**config.mk**
```make
export PLATFORM = sky130hd
export DESIGN_NAME = synch_toggle_tracker_flat
export DESIGN_NICKNAME = d
export VERILOG_FILES = /design/src/rtl/synch_toggle_tracker_if.sv /design/src/rtl/synch_toggle_tracker.sv /design/src/flat_wrapper.sv
export SDC_FILE = /design/constraint.sdc
export NUM_CORES = 1
export LEC_CHECK = 0
export BUFFER_PORTS_ARGS = -buffer_cell sky130_fd_sc_hd__buf_2
export CAP_MARGIN = 20
export CORE_MARGIN = 3
export CORE_UTILIZATION = 30
export CTS_CLUSTER_DIAMETER = 50
export CTS_CLUSTER_SIZE = 12
export DETAILED_ROUTE_END_ITERATION = 10
export GPL_TIMING_DRIVEN = 0
export HOLD_SLACK_MARGIN = 0.12
export SYNTH_ARGS = -nofsm -noshare
export SYNTH_HDL_FRONTEND = slang
export SYNTH_SLANG_ARGS = --single-unit
```
**constraint.sdc**
```tcl
create_clock -name clk -period 3.5 [get_ports clk]
set_input_delay 0.175 -clock clk [delete_from_list [all_inputs] [get_ports clk]]
set_output_delay 0.175 -clock clk [all_outputs]
set_load 0.02 [all_outputs]
```
**src/rtl/synch_toggle_tracker_if.sv**
```systemverilog
// Interface bundling the monitored value and the tracker's acknowledge/status
// outputs. clk and reset_n stay outside as plain ports.
// Optional feature macro: SYNCH_OVERRUN_CNT_EN adds the overrun_cnt signal.
interface synch_toggle_tracker_if #(
  parameter int DATA_W = 4,
  parameter int CNT_W  = 32
);
  logic [DATA_W-1:0] toggle_var;
  logic              toggle_var_changed;
  logic [CNT_W-1:0]  add_one_var;
  logic [DATA_W-1:0] last_value;
  logic              busy;
  logic              test_done;
`ifdef SYNCH_OVERRUN_CNT_EN
  logic [15:0]       overrun_cnt;
`endif

  // Driver side: produces toggle_var, observes the tracker.
  modport master (
    output toggle_var,
    input  toggle_var_changed, add_one_var, last_value, busy, test_done
`ifdef SYNCH_OVERRUN_CNT_EN
    , input overrun_cnt
`endif
  );

  // Tracker side: observes toggle_var, produces acknowledge and status.
  modport slave (
    input  toggle_var,
    output toggle_var_changed, add_one_var, last_value, busy, test_done
`ifdef SYNCH_OVERRUN_CNT_EN
    , output overrun_cnt
`endif
  );
endinterface

```
**src/rtl/synch_toggle_tracker.sv**
```systemverilog
// Toggle tracker: detects every change of toggle_var, waits DELAY cycles,
// then flips toggle_var_changed, bumps add_one_var and publishes the captured
// value on last_value. Changes arriving while waiting coalesce to the latest
// value. After DONE_COUNT acknowledges the FSM parks in DONE with a sticky
// test_done until reset.
// Optional feature macro: SYNCH_OVERRUN_CNT_EN adds a saturating 16-bit count
// of coalesced changes (overrun_cnt).
module synch_toggle_tracker #(
  parameter int DATA_W     = 4,
  parameter int DELAY      = 3,
  parameter int DONE_COUNT = 10,
  parameter int CNT_W      = 32
) (
  input  logic                 clk,
  input  logic                 reset_n,
  synch_toggle_tracker_if.slave bus
);

  typedef enum logic [1:0] {
    S_IDLE = 2'd0,
    S_WAIT = 2'd1,
    S_ACK  = 2'd2,
    S_DONE = 2'd3
  } state_t;

  // Countdown only needs to hold DELAY; keep at least one bit for DELAY==0.
  localparam int                DCNT_W   = (DELAY < 1) ? 1 : $clog2(DELAY + 1);
  localparam logic [DCNT_W-1:0] DLY      = DCNT_W'(DELAY);
  localparam logic [DCNT_W-1:0] DCNT_ONE = DCNT_W'(1);
  localparam logic [CNT_W-1:0]  DONE_VAL = CNT_W'(DONE_COUNT);
  // With zero delay a detected change goes straight to the acknowledge state.
  localparam state_t            RELOAD   = (DELAY == 0) ? S_ACK : S_WAIT;

  state_t            state;
  logic [DATA_W-1:0] prev_q;
  logic [DATA_W-1:0] cap;
  logic [DCNT_W-1:0] dcnt;
  logic              flip_q;
  logic [CNT_W-1:0]  cnt_q;
  logic [DATA_W-1:0] last_q;
  logic              done_q;
  logic              chg;
  logic [CNT_W-1:0]  cnt_inc;

`ifdef SYNCH_OVERRUN_CNT_EN
  logic [15:0]       overrun_q;

  function automatic logic [15:0] sat_inc16(input logic [15:0] v);
    sat_inc16 = (v == 16'hFFFF) ? v : v + 16'd1;
  endfunction
`endif

  assign chg     = (bus.toggle_var != prev_q);
  assign cnt_inc = cnt_q + {{(CNT_W-1){1'b0}}, 1'b1};

  // Change detector, countdown and acknowledge FSM with registered outputs.
  always_ff @(posedge clk or negedge reset_n) begin
    if (!reset_n) begin
      state     <= S_IDLE;
      prev_q    <= '0;
      cap       <= '0;
      dcnt      <= '0;
      flip_q    <= 1'b0;
      cnt_q     <= '0;
      last_q    <= '0;
      done_q    <= 1'b0;
`ifdef SYNCH_OVERRUN_CNT_EN
      overrun_q <= '0;
`endif
    end else begin
      prev_q <= bus.toggle_var;
      case (state)
        S_IDLE: begin
          if (chg) begin
            cap   <= bus.toggle_var;
            dcnt  <= DLY;
            state <= RELOAD;
          end
        end
        S_WAIT: begin
          // A change mid-countdown replaces the captured value but keeps the
          // original deadline, so acks never arrive faster than DELAY+1.
          if (chg) begin
            cap       <= bus.toggle_var;
`ifdef SYNCH_OVERRUN_CNT_EN
            overrun_q <= sat_inc16(overrun_q);
`endif
          end
          if (dcnt == DCNT_ONE) begin
            dcnt  <= '0;
            state <= S_ACK;
          end else begin
            dcnt  <= dcnt - DCNT_ONE;
          end
        end
        S_ACK: begin
          flip_q <= ~flip_q;
          cnt_q  <= cnt_inc;
          last_q <= cap;
          if (cnt_inc == DONE_VAL) begin
            done_q <= 1'b1;
            state  <= S_DONE;
          end else if (chg) begin
            cap   <= bus.toggle_var;
            dcnt  <= DLY;
            state <= RELOAD;
          end else begin
            state <= S_IDLE;
          end
        end
        S_DONE: begin
          state <= S_DONE;
        end
        default: begin
          state <= S_IDLE;
        end
      endcase
    end
  end

  assign bus.toggle_var_changed = flip_q;
  assign bus.add_one_var        = cnt_q;
  assign bus.last_value         = last_q;
  assign bus.busy               = (state != S_IDLE);
  assign bus.test_done          = done_q;
`ifdef SYNCH_OVERRUN_CNT_EN
  assign bus.overrun_cnt        = overrun_q;
`endif

endmodule

```
**src/flat_wrapper.sv**
```systemverilog
// flat-port wrapper written by rule: the top's interface ports become plain ports
module synch_toggle_tracker_flat 
#(
  parameter int DATA_W     = 4,
  parameter int DELAY      = 3,
  parameter int DONE_COUNT = 10,
  parameter int CNT_W      = 32
)
  (clk, reset_n, bus_toggle_var, bus_toggle_var_changed, bus_add_one_var, bus_last_value, bus_busy, bus_test_done);
  synch_toggle_tracker_if #(.DATA_W(DATA_W), .CNT_W(CNT_W)) bus_i ();
  input  logic clk;
  input  logic reset_n;
  input wire logic [$bits(bus_i.toggle_var)-1:0] bus_toggle_var;
  output wire logic [$bits(bus_i.toggle_var_changed)-1:0] bus_toggle_var_changed;
  output wire logic [$bits(bus_i.add_one_var)-1:0] bus_add_one_var;
  output wire logic [$bits(bus_i.last_value)-1:0] bus_last_value;
  output wire logic [$bits(bus_i.busy)-1:0] bus_busy;
  output wire logic [$bits(bus_i.test_done)-1:0] bus_test_done;
  assign bus_i.toggle_var = bus_toggle_var;
  assign bus_toggle_var_changed = bus_i.toggle_var_changed;
  assign bus_add_one_var = bus_i.add_one_var;
  assign bus_last_value = bus_i.last_value;
  assign bus_busy = bus_i.busy;
  assign bus_test_done = bus_i.test_done;
  synch_toggle_tracker #(.DATA_W(DATA_W), .DELAY(DELAY), .DONE_COUNT(DONE_COUNT), .CNT_W(CNT_W)) u_core (.clk(clk), .reset_n(reset_n), .bus(bus_i));
endmodule
```
; Yosys cells after proc, flatten, opt, wreduce, memory -nomap -nowiden
; Index checks and enable logic that the tools add are counted.
[totals]
output_inout_bits = 39
register_bits = 50
elab_cells = 41
input_bits = 6
[op_classes]
n_bitwise = 1
add_sub_neg = 2
n_mux = 12
reduce_logical = 9
eq_ne = 9
[ops]
columns = cell, n
row1 = $add 32x1->32 const B, 1
row2 = $eq 32x4->1 const B, 1
row3 = $mux 2, 6
row4 = $mux 4, 2
row5 = $pmux 2 s4, 1
row6 = $pmux 4 s2, 1
row7 = $reduce_and 2->1, 4
row8 = $pmux 2 s3, 1
row9 = $eq 2x1->1 const B, 2
row10 = $eq 2x2->1 const B, 2
row11 = $ne 2x1->1 const B, 2
row12 = $ne 4x4->1, 1
row13 = $reduce_bool 2->1, 2
row14 = $reduce_bool 3->1, 1
row15 = $logic_not 2->1, 1
row16 = $ne 2x2->1 const B, 1
row17 = $reduce_or 2->1, 1
row18 = $sub 2x1->2 const B, 1
row19 = $mux 1, 1
row20 = $not 1->1, 1

; Logic depth before layout (Yosys ltp)
; Gate-level depths: netlist of the first run.
[depth]
ltp_word = 4
depth_mapped = 10
ltp_nobuf = 9

; Least setup slack after synthesis of the first run
; OpenSTA, ideal clock, no wires.
[synth_path]
path_type = reg-to-reg
startpoint = register u_core.cnt_q[0] (netlist: u_core.bus.add_one_var[0])
endpoint = register u_core.dcnt[0]
arrival_ns = 2.715
stages_incl_launch_ff = 10
setup_slack_ns = 0.656
path_buffers = 1
cell_sequence = dfrtp_1 > ha_1 > and4_1 > buf_4 > nand2_4 > or4_1 > o311a_1 > nand3b_1 > or4_4 > o41a_1
[synth_via]
elab_chain_len = 4
[synth_lines]
columns = item, line_no
row1 = from (decl), synch_toggle_tracker.sv:39  ; logic [CNT_W-1:0] cnt_q;
row2 = from (signal assigned), synch_toggle_tracker.sv:98  ; cnt_q <= cnt_inc;
row3 = $add 32x1->32, synch_toggle_tracker.sv:54  ; assign cnt_inc = cnt_q + {{(CNT_W-1){1'b0}}, 1'b1};
row4 = $eq 32x4->1, synch_toggle_tracker.sv:100  ; if (cnt_inc == DONE_VAL) begin
row5 = $ne 2x2->1 (no line), --
row6 = $reduce_and 2->1 (no line), --
row7 = to (signal assigned), synch_toggle_tracker.sv:93  ; dcnt <= dcnt - DCNT_ONE;
row8 = to (decl), synch_toggle_tracker.sv:37  ; logic [DCNT_W-1:0] dcnt;
; Every way passes these cells.
; A chain may end at the register's enable or synchronous reset.

; Worst setup path after layout of the first run
[layout_path]
startpoint = register u_core.cnt_q[0] (netlist: u_core.bus.add_one_var[0])
endpoint = register u_core.cap[1]
[layout_via]
elab_chain_len = 4
[layout_lines]
columns = item, line_no
row1 = $add 32x1->32, synch_toggle_tracker.sv:54
row2 = $eq 32x4->1, synch_toggle_tracker.sv:100
row3 = $ne 2x2->1 (no line), --
row4 = $reduce_and 2->1 (no line), --
row5 = to (signal assigned), synch_toggle_tracker.sv:75  ; cap <= bus.toggle_var;
row6 = to (signal assigned), synch_toggle_tracker.sv:84  ; cap <= bus.toggle_var;
row7 = to (signal assigned), synch_toggle_tracker.sv:104  ; cap <= bus.toggle_var;
row8 = to (decl), synch_toggle_tracker.sv:36  ; logic [DATA_W-1:0] cap;
; Every way passes these cells.

==> metrics.log, run 1 <==
[metrics] result of the run: completed
[metrics] initial antenna violation count: 0
[metrics] via count of the first global-routing pass: 2538
[metrics] Hold Crit Class: input port to async pin
[metrics] total die area: 11100 µm²
[metrics] crit path setup slack, layout: 0.386 ns
[metrics] dominant delay contributor by cell family on the critical path: simple AND/OR/NAND/NOR gates
[metrics] Post-Syn Area: 2970 µm²
[metrics] core area: 9420 µm²
[metrics] endpoint class of the critical path: flip-flop
[metrics] number of hold-slack violations in the final timing report: 0
[metrics] remaining antenna violation count after routing: 0
[metrics] router iterations before antenna repair: 4
[metrics] startpoint of the most critical register-to-register path: u_core.bus.add_one_var[0]
[metrics] fmax: 0.321 GHz
[metrics] Post-synth top flop: sky130_fd_sc_hd__dfrtp_1
[metrics] # clock sinks: 50
[metrics] Setup Skew: 0.00765 ns
[metrics] CTS tree: built
[metrics] IO Count: 45
[metrics] Die H: 106 µm
[metrics] kind of critical path: flip-flop to flip-flop
[metrics] worst setup timing slack at the placement stage: 0.402 ns
[metrics] most frequent cells in the layout: sky130_fd_sc_hd__dfrtp_1 (50), sky130_fd_sc_hd__buf_2 (46), sky130_fd_sc_hd__nand2_1 (39), sky130_fd_sc_hd__xnor2_1 (31), sky130_fd_sc_hd__nor2_1 (20)
[metrics] most common cell after layout, fill and taps aside: sky130_fd_sc_hd__dfrtp_1
[metrics] WL final: 7220 µm
[metrics] final cell count without fillers: 499
[metrics] count of unique library cells instantiated by Yosys: 55
[metrics] Total Neg Setup Slack: 0 ns
[metrics] tightest slew margin relative to the limit: 35.4%
[metrics] clock slew seen by the registers of the worst setup and hold paths: 0.10 ns
[metrics] global-route wire length before repair: 12600 µm
[metrics] maximum vdd drop: 242 µV
[metrics] number of max-slew violations in the final report: 0
[metrics] critical path launch point type: flip-flop
[metrics] R2R depth: 10
[metrics] fin crit period: 3.11 ns
[metrics] total of warnings raised by yosys: 0
[metrics] buffer count from post-CTS setup fixing: 0
[metrics] global-route total usage across every layer: 13.5%
[metrics] fraction of layout cells with a size suffix above 1: 20.5%
[metrics] number of resized instances in the post-cts repair step: 0
[metrics] Post-Route Hold Slack: 0.387 ns
[metrics] largest incremental delay on the critical path: 0.51 ns
[metrics] GRT overflow: 0
[metrics] dpl cells: 486
[metrics] r2r setup slk: 0.39 ns
[metrics] WL per Instance: 14.5 µm
[metrics] Net Count, Synth: 321
[metrics] Synth top area share: 42.1%
[metrics] final-stage net count: 378
[metrics] pin count of the biggest net entering global routing: 30
[metrics] n_diodes: 0
[metrics] cts bufs inserted: 5
[metrics] final routed DRC violation total: 0
[metrics] static leakage: 1.59 nW
[metrics] start point of the critical path: u_core.bus.add_one_var[0]
[metrics] floorplan row count: 35
[metrics] number of synthesized flops with an enable pin: 0
[metrics] vias post-DR: 2502
[metrics] setup repair after global routing missed its margin: false
[metrics] maximum net fanout on the critical path: 8
[metrics] power density cells: 495 nW/µm²
[metrics] Via density: 5.01
[metrics] largest cells by area after synthesis: sky130_fd_sc_hd__dfrtp_1 (42%), sky130_fd_sc_hd__xnor2_1 (9.1%), sky130_fd_sc_hd__nand2_1 (4.9%), sky130_fd_sc_hd__xor2_1 (3.8%), sky130_fd_sc_hd__nand4_1 (3.2%)
[metrics] final weighted congestion of routability-driven global placement: 0.828
[metrics] post-synthesis async set-or-reset flop share: 100%
[metrics] area growth from synthesis to final layout: 19.0%
[metrics] Max Buffers Root-to-Sink: 2
[metrics] detailed router's first-iteration violation count: 137
[metrics] Root Buffer Master: sky130_fd_sc_hd__clkbuf_8
[metrics] per-instance average area after synthesis: 9.53 µm²
[metrics] actual slew at the worst max-slew pin: 0.960 ns
[metrics] endpoint of the lowest-slack register-to-register path: u_core.cap[1]
[metrics] endpoint arrival time on the critical path: 3.34 ns
[metrics] count of input and output buffers: 44
[metrics] total of hold buffers inserted after clock tree synthesis: 5
[metrics] die outline width: 106 µm
[metrics] initial core utilization: 31.6%
[metrics] flop and latch count out of synthesis: 50
[metrics] Max H-tree Level: 2
[metrics] sequential share of the synthesized area: 42.1%
[metrics] Post-DP HPWL: 5390 µm
[metrics] post-synthesis cell type with the largest combined area: sky130_fd_sc_hd__dfrtp_1
[metrics] max cap viols: 0
[metrics] post-synthesis cell count: 312
[metrics] post-route clock period utilization: 89.0%
[metrics] crit-path cells: ha_1 -> and4_1 -> buf_4 -> nand2_4 -> nor3_1 -> mux2_2 -> o21ai_0 -> nand3b_1 -> or2_1 -> o211ai_1
[metrics] total buffers and inverters traversed by the critical path: 1
[metrics] data required time at the worst endpoint: 3.73 ns
[metrics] Max stage delay cell, worst path: sky130_fd_sc_hd__dfrtp_1
[metrics] clock network latency to the later pin of the worst-skew pair: 0.31 ns
[metrics] final setup vio count: 0
## worst reg2reg max path, cell delays in order, from the launching register on
cell                       delay [ns]
sky130_fd_sc_hd__dfrtp_1         0.51
sky130_fd_sc_hd__ha_1            0.29
sky130_fd_sc_hd__and4_1          0.20
sky130_fd_sc_hd__buf_4           0.15
sky130_fd_sc_hd__nand2_4         0.09
sky130_fd_sc_hd__nor3_1          0.27
sky130_fd_sc_hd__mux2_2          0.37
sky130_fd_sc_hd__o21ai_0         0.21
sky130_fd_sc_hd__nand3b_1        0.32
sky130_fd_sc_hd__or2_1           0.41
sky130_fd_sc_hd__o211ai_1        0.21
## cells by family after synthesis
group           after synthesis  share of synthesized area, %
mux                           5                          1.73
simple gates                149                          27.7
flops                        50                          42.1
fa+ha+maj                     3                          1.26
xor+xnor                     44                          13.0
compound gates               39                          9.64
buf+inv                      22                          4.67
## how the worst max path moves through the flow
stage                           endpoint  slack [ns]  cells past startpoint
after floorplan           u_core.dcnt[0]        0.66                      9
after global placement     u_core.cap[1]        0.48                     10
after detailed placement   u_core.cap[0]        0.40                     10
after CTS                  u_core.cap[1]        0.38                     10
after global routing       u_core.cap[1]        0.12                     10
final                      u_core.cap[1]        0.39                     10
## synthesized netlist by cell type (all sizes together) (4+ instances only)
master / number
nand4: 17
buf: 10
xor2: 13
clkbuf: 7
or4: 4
and3: 5
nor4: 5
or2: 6
inv: 5
mux2i: 4
nor2: 20
nand2: 40
dfrtp: 50
and2: 8
nor3: 11
nand3: 16
and4: 6
a22oi: 5
xnor2: 31
o211ai: 9
o21ai: 7
## state kept, by name, summed over array words and instances, names as in the netlist
| signal | count |
|---|---|
| u_core.bus.toggle_var_changed | 1 |
| u_core.state | 2 |
| u_core.cap | 4 |
| u_core.bus.add_one_var | 32 |
| u_core.dcnt | 2 |
| u_core.bus.test_done | 1 |
| u_core.prev_q | 4 |
| u_core.bus.last_value | 4 |
## cell type report
type                    instances  area (µm²)
multi-input cells             240        1580
flip-flops and latches         50        1250
clock buffers                   5        68.8
plain buffers                  17         120
well taps                     129         161
clock inverters                 3        45.0
repair buffers                 50         290
inverters                       5        18.8
fillers                       977        5880
## where the power goes
part / switching, mW / internal [mW]
clock network: 0.208 / 0.213
logic: 0.333 / 0.228
registers: 0.0860 / 0.682
total: 0.627 / 1.12
## through the flow
stage | total power [mW] | cell area (µm²) | utilization (%)
after floorplan | 1.17 | 2970 | -
after global placement | 1.32 | 3350 | 35.6
after detailed placement | 1.34 | 3370 | 35.8
after CTS | 1.77 | 3540 | 37.6
after global routing | 1.88 | 3540 | 37.6
final | 1.75 | 3540 | 37.6
## metal layers
metal | routed length, µm | GRT usage, % | vias to the layer above
li1 | - | - | 1233
met1 | 3620 | 19.0 | 1223
met3 | 172 | 2.08 | 8
met2 | 3330 | 21.7 | 38
met4 | 103 | 3.42 | 0
met5 | 0 | 0 | -
Power figures use the tool's default switching activity.
==> run 2, diff against run 1 <==
Settings changed: CELL_PAD_IN_SITES_DETAIL_PLACEMENT set to 1, CELL_PAD_IN_SITES_GLOBAL_PLACEMENT set to 1, PLACE_DENSITY_LB_ADDON set to 0.1, SETUP_SLACK_MARGIN set to 0.02.
==> run 2 against run 1 <==
Against the previous run: critical path type unchanged; register-to-register slack about the same; utilization unchanged; global-route usage up 1.9 points; via count up 2.6%; die area unchanged; clock power about the same; setup slack worse by 0.0078 ns.
==> metrics.log, run 2 (same netlist as run 1, synthesis figures left out) <==
[metrics] detailed router's first-iteration violation count: 92
[metrics] max cap viols: 0
[metrics] count of input and output buffers: 44
[metrics] IO Count: 45
[metrics] Max Buffers Root-to-Sink: 2
[metrics] result of the run: completed
[metrics] router iterations before antenna repair: 4
[metrics] buffer count from post-CTS setup fixing: 0
[metrics] remaining antenna violation count after routing: 0
[metrics] number of resized instances in the post-cts repair step: 0
[metrics] number of hold-slack violations in the final timing report: 0
[metrics] Die H: 106 µm
[metrics] crit-path cells: ha_1 -> and4_1 -> buf_4 -> nand2_4 -> nor3_1 -> mux2_2 -> o21ai_0 -> nand3b_1 -> or2_1 -> o211ai_1
[metrics] n_diodes: 0
[metrics] r2r setup slk: 0.38 ns
[metrics] data required time at the worst endpoint: 3.73 ns
[metrics] core area: 9420 µm²
[metrics] CTS tree: built
[metrics] most frequent cells in the layout: sky130_fd_sc_hd__dfrtp_1 (50), sky130_fd_sc_hd__buf_2 (46), sky130_fd_sc_hd__nand2_1 (39), sky130_fd_sc_hd__xnor2_1 (31), sky130_fd_sc_hd__nor2_1 (20)
[metrics] cts bufs inserted: 5
[metrics] clock network latency to the later pin of the worst-skew pair: 0.31 ns
[metrics] Post-DP HPWL: 6080 µm
[metrics] R2R depth: 10
[metrics] Setup Skew: 0.00664 ns
[metrics] # clock sinks: 50
[metrics] static leakage: 1.59 nW
[metrics] critical path launch point type: flip-flop
[metrics] post-route clock period utilization: 89.2%
[metrics] WL final: 8080 µm
[metrics] pin count of the biggest net entering global routing: 33
[metrics] maximum net fanout on the critical path: 8
[metrics] startpoint of the most critical register-to-register path: u_core.bus.add_one_var[0]
[metrics] GRT overflow: 0
[metrics] die outline width: 106 µm
[metrics] final routed DRC violation total: 0
[metrics] Via density: 5.14
[metrics] most common cell after layout, fill and taps aside: sky130_fd_sc_hd__dfrtp_1
[metrics] global-route wire length before repair: 14200 µm
[metrics] Total Neg Setup Slack: 0 ns
[metrics] share of the core filled with cells: 37.6%
[metrics] endpoint class of the critical path: flip-flop
[metrics] fmax: 0.320 GHz
[metrics] fin crit period: 3.12 ns
[metrics] Power, Total: 1.76 mW
[metrics] tightest slew margin relative to the limit: 32.3%
[metrics] floorplan row count: 35
[metrics] final weighted congestion of routability-driven global placement: 0.720
[metrics] endpoint arrival time on the critical path: 3.35 ns
[metrics] number of flip-flops in the largest register: 32
[metrics] endpoint of the lowest-slack register-to-register path: u_core.cap[3]
[metrics] Post-Route Hold Slack: 0.344 ns
[metrics] final-stage net count: 378
[metrics] Hold Crit Class: input port to async pin
[metrics] initial antenna violation count: 0
[metrics] via count of the first global-routing pass: 2752
[metrics] kind of critical path: flip-flop to flip-flop
[metrics] vias post-DR: 2567
[metrics] Max H-tree Level: 2
[metrics] number of max-slew violations in the final report: 0
[metrics] total die area: 11100 µm²
[metrics] final setup vio count: 0
[metrics] fraction of layout cells with a size suffix above 1: 20.5%
[metrics] largest incremental delay on the critical path: 0.51 ns
[metrics] actual slew at the worst max-slew pin: 1.01 ns
[metrics] area growth from synthesis to final layout: 19.0%
[metrics] setup repair after global routing missed its margin: false
[metrics] Root Buffer Master: sky130_fd_sc_hd__clkbuf_8
[metrics] Max stage delay cell, worst path: sky130_fd_sc_hd__dfrtp_1
[metrics] power density cells: 497 nW/µm²
[metrics] clock slew seen by the registers of the worst setup and hold paths: 0.10 ns
[metrics] maximum vdd drop: 190 µV
[metrics] WL per Instance: 16.2 µm
[metrics] initial core utilization: 31.6%
[metrics] global-route total usage across every layer: 15.4%
## run 2: cell counts in the layout (fill, tap and decap cells not counted)
Identical to the previous run, type by type.
## run 2: timing repair
action / CTS / global route
endpoints found under the hold margin: 22 / 0
endpoints found under the setup margin: 0 / 0
hold buffers: 5 / 0
## run 2: cell type report
| cell class | count | area (µm²) |
|---|---|---|
| Inverter | 5 | 18.8 |
| Clock inverter | 3 | 45.0 |
| Sequential cell | 50 | 1250 |
| Fill cell | 1097 | 5880 |
| Clock buffer | 5 | 68.8 |
| Timing Repair Buffer | 50 | 290 |
| Buffer | 17 | 120 |
| Tap cell | 129 | 161 |
| Multi-Input combinational cell | 240 | 1580 |
## run 2: worst max-delay path, delay by kind of cell, from the launching register on
kind                       cells  cell delay (ns)
buffers and inverters          1             0.16
muxes                          1             0.37
adders and majority gates      1             0.28
AOI/OAI and AO/OA              2             0.41
DFF                            1             0.51
and+or+nand+nor                5             1.31
## run 2: per-stage QoR
stage | worst slack, ns | cell area, µm² | instances
2_1_floorplan | 0.656 | 2970 | 312
3_3_place_gp | 0.408 | 3350 | 485
3_5_place_dp | 0.402 | 3370 | 486
4_1_cts | 0.359 | 3540 | 499
5_1_grt | 0.0228 | 3540 | 499
6_report | 0.378 | 3540 | 499
## run 2: metal layers
layer	wire [µm]	GRT usage (%)	up-vias
li1	-	-	1229
met1	4050	21.9	1291
met2	3710	25.0	42
met3	247	1.65	5
met4	72	3.79	0
met5	0	0	-
## run 2: worst max path at each step
stage,slack [ns],endpoint,from,depth (start not counted)
global placement,0.41,u_core.cap[1],u_core.bus.add_one_var[0],10
global route,0.02,u_core.cap[3],u_core.bus.add_one_var[0],10
CTS,0.36,u_core.cap[3],u_core.bus.add_one_var[0],10
finish,0.38,u_core.cap[3],u_core.bus.add_one_var[0],10
floorplan,0.66,u_core.dcnt[0],u_core.bus.add_one_var[0],9
detailed placement,0.40,u_core.cap[0],u_core.bus.add_one_var[0],10
## run 2: report_power, final
group,total [mW],internal [mW],switching (mW)
clock,0.422,0.213,0.209
combinational,0.569,0.229,0.340
sequential,0.768,0.682,0.0860
total,1.76,1.12,0.635
==> run 3, diff against run 2 <==
Settings changed: PLACE_DENSITY set to 0.66, PLACE_DENSITY_LB_ADDON 0.1 to not set.
==> run 3 against run 2 <==
Against the previous run: critical path depth unchanged; non-clock buffer count up 1; clock skew down 0.0047 ns; hold slack better by 0.060 ns; routed wire length down 0.59%; largest power group unchanged; critical endpoint is now u_core.cap[0]; count of clock-buffer cells in the layout unchanged.
==> metrics.log, run 3 (same netlist as run 1, synthesis figures left out) <==
[metrics] result of the run: completed
[metrics] WL per Instance: 16.1 µm
[metrics] clock network latency to the later pin of the worst-skew pair: 0.30 ns
[metrics] remaining antenna violation count after routing: 0
[metrics] fraction of layout cells with a size suffix above 1: 20.8%
[metrics] initial antenna violation count: 0
[metrics] r2r setup slk: 0.25 ns
[metrics] final cell count without fillers: 500
[metrics] initial core utilization: 31.6%
[metrics] number of hold-slack violations in the final timing report: 0
[metrics] Power, Total: 1.76 mW
[metrics] floorplan row count: 35
[metrics] maximum net fanout on the critical path: 8
[metrics] total die area: 11100 µm²
[metrics] max cap viols: 0
[metrics] Max stage delay cell, worst path: sky130_fd_sc_hd__dfrtp_1
[metrics] DR top layer: met4
[metrics] final standard cell area without fillers: 3540 µm²
[metrics] post-route clock period utilization: 92.9%
[metrics] dpl cells: 486
[metrics] endpoint of the lowest-slack register-to-register path: u_core.cap[0]
[metrics] crit path setup slack, layout: 0.249 ns
[metrics] Via density: 5.19
[metrics] number of resized instances in the post-cts repair step: 0
[metrics] R2R depth: 10
[metrics] actual slew at the worst max-slew pin: 0.600 ns
[metrics] GRT overflow: 0
[metrics] number of flip-flops in the largest register: 32
[metrics] cts bufs inserted: 5
[metrics] routed wire length on met2: 3890 µm
[metrics] pin count of the biggest net entering global routing: 27
[metrics] n_diodes: 0
[metrics] share of the core filled with cells: 37.6%
[metrics] maximum vdd drop: 212 µV
[metrics] Die H: 106 µm
[metrics] most frequent cells in the layout: sky130_fd_sc_hd__dfrtp_1 (50), sky130_fd_sc_hd__buf_2 (47), sky130_fd_sc_hd__nand2_1 (39), sky130_fd_sc_hd__xnor2_1 (31), sky130_fd_sc_hd__nor2_1 (20)
[metrics] start point of the critical path: u_core.bus.add_one_var[0]
[metrics] vias post-DR: 2593
[metrics] CTS tree: built
[metrics] clock slew seen by the registers of the worst setup and hold paths: 0.09 ns
[metrics] capturing element of the worst setup path: u_core.cap[0]
[metrics] Total Neg Setup Slack: 0 ns
[metrics] Post-Route Hold Slack: 0.404 ns
[metrics] final-stage net count: 379
[metrics] IO Count: 45
[metrics] data required time at the worst endpoint: 3.72 ns
[metrics] critical path launch point type: flip-flop
[metrics] number of max-slew violations in the final report: 0
[metrics] kind of critical path: flip-flop to flip-flop
[metrics] final setup vio count: 0
[metrics] startpoint of the most critical register-to-register path: u_core.bus.add_one_var[0]
[metrics] most common cell after layout, fill and taps aside: sky130_fd_sc_hd__dfrtp_1
[metrics] global-route total usage across every layer: 14.9%
[metrics] Setup Skew: 0.00194 ns
[metrics] largest incremental delay on the critical path: 0.51 ns
[metrics] # clock sinks: 50
[metrics] die outline width: 106 µm
[metrics] static leakage: 1.60 nW
[metrics] router iterations before antenna repair: 4
[metrics] final weighted congestion of routability-driven global placement: 0.768
[metrics] metal1 wirelength: 3890 µm
[metrics] Root Buffer Master: sky130_fd_sc_hd__clkbuf_8
[metrics] endpoint class of the critical path: flip-flop
[metrics] Max Buffers Root-to-Sink: 2
[metrics] count of input and output buffers: 44
[metrics] crit-path cells: ha_1 -> and4_1 -> buf_4 -> nand2_4 -> nor3_1 -> mux2_2 -> o21ai_0 -> nand3b_1 -> or2_1 -> o211ai_1
[metrics] final routed DRC violation total: 0
[metrics] WL final: 8030 µm
[metrics] power density cells: 496 nW/µm²
[metrics] post-place instance area: 3370 µm²
[metrics] setup repair after global routing missed its margin: false
[metrics] global-route wire length before repair: 13700 µm
[metrics] fmax: 0.308 GHz
[metrics] detailed router's first-iteration violation count: 121
[metrics] detailed-routed wire length on met3: 156 µm
[metrics] worst setup timing slack at the placement stage: 0.312 ns
[metrics] tightest slew margin relative to the limit: 60.0%
[metrics] Post-DP HPWL: 6010 µm
[metrics] via count of the first global-routing pass: 2672
[metrics] area growth from synthesis to final layout: 19.0%
[metrics] core area: 9420 µm²
[metrics] fin crit period: 3.25 ns
[metrics] Hold Crit Class: input port to async pin
[metrics] endpoint arrival time on the critical path: 3.47 ns
[metrics] Max H-tree Level: 2
-- run 3: cell types whose count changed in the layout (fill, tap and decap cells not counted) --
cell / delta
sky130_fd_sc_hd__buf_2: +1
sky130_fd_sc_hd__clkinv_2: +2
sky130_fd_sc_hd__clkinvlp_4: -2
-- run 3: critical path: cells and delay by family, from the launching register on --
kind | cells | cell delay (ns)
muxes | 1 | 0.36
AOI/OAI and AO/OA | 2 | 0.53
DFF | 1 | 0.51
and+or+nand+nor | 5 | 1.31
adders and majority gates | 1 | 0.29
buffers and inverters | 1 | 0.16
-- run 3: power by group --
| part | internal [mW] | switching, mW | leakage [nW] |
|---|---|---|---|
| combinational | 0.229 | 0.346 | 0.890 |
| sequential | 0.682 | 0.0843 | 0.654 |
| clock | 0.211 | 0.203 | 0.0579 |
-- run 3: worst min-delay path by stage --
stage | from | slack (ns) | to
2_1_floorplan | reset_n | -0.12 | u_core.bus.add_one_var[0]
3_3_place_gp | bus_toggle_var[2] | 0.34 | u_core.prev_q[2]
3_5_place_dp | reset_n | 0.22 | u_core.bus.last_value[0]
4_1_cts | reset_n | 0.43 | u_core.bus.last_value[0]
5_1_grt | reset_n | 0.46 | u_core.bus.last_value[0]
6_report | reset_n | 0.40 | u_core.bus.last_value[0]
-- run 3: per-layer routing --
metal | global-route usage [%] | vias up
li1 | - | 1230
met1 | 20.2 | 1322
met2 | 24.5 | 35
met3 | 2.76 | 6
met4 | 4.07 | 0
met5 | 0 | -
-- run 3: what timing repair did --
action / CTS / global route
buffers inserted: 0 / 0
hold endpoints to repair: 28 / 0
hold buffers: 5 / 0
-- run 3: layout make-up --
class	instances	area, µm²
Buffer	17	120
Clock buffer	5	68.8
Clock inverter	3	40.0
Fill cell	1103	5880
Inverter	5	18.8
Multi-Input combinational cell	240	1580
Sequential cell	50	1250
Tap cell	129	161
Timing Repair Buffer	51	295
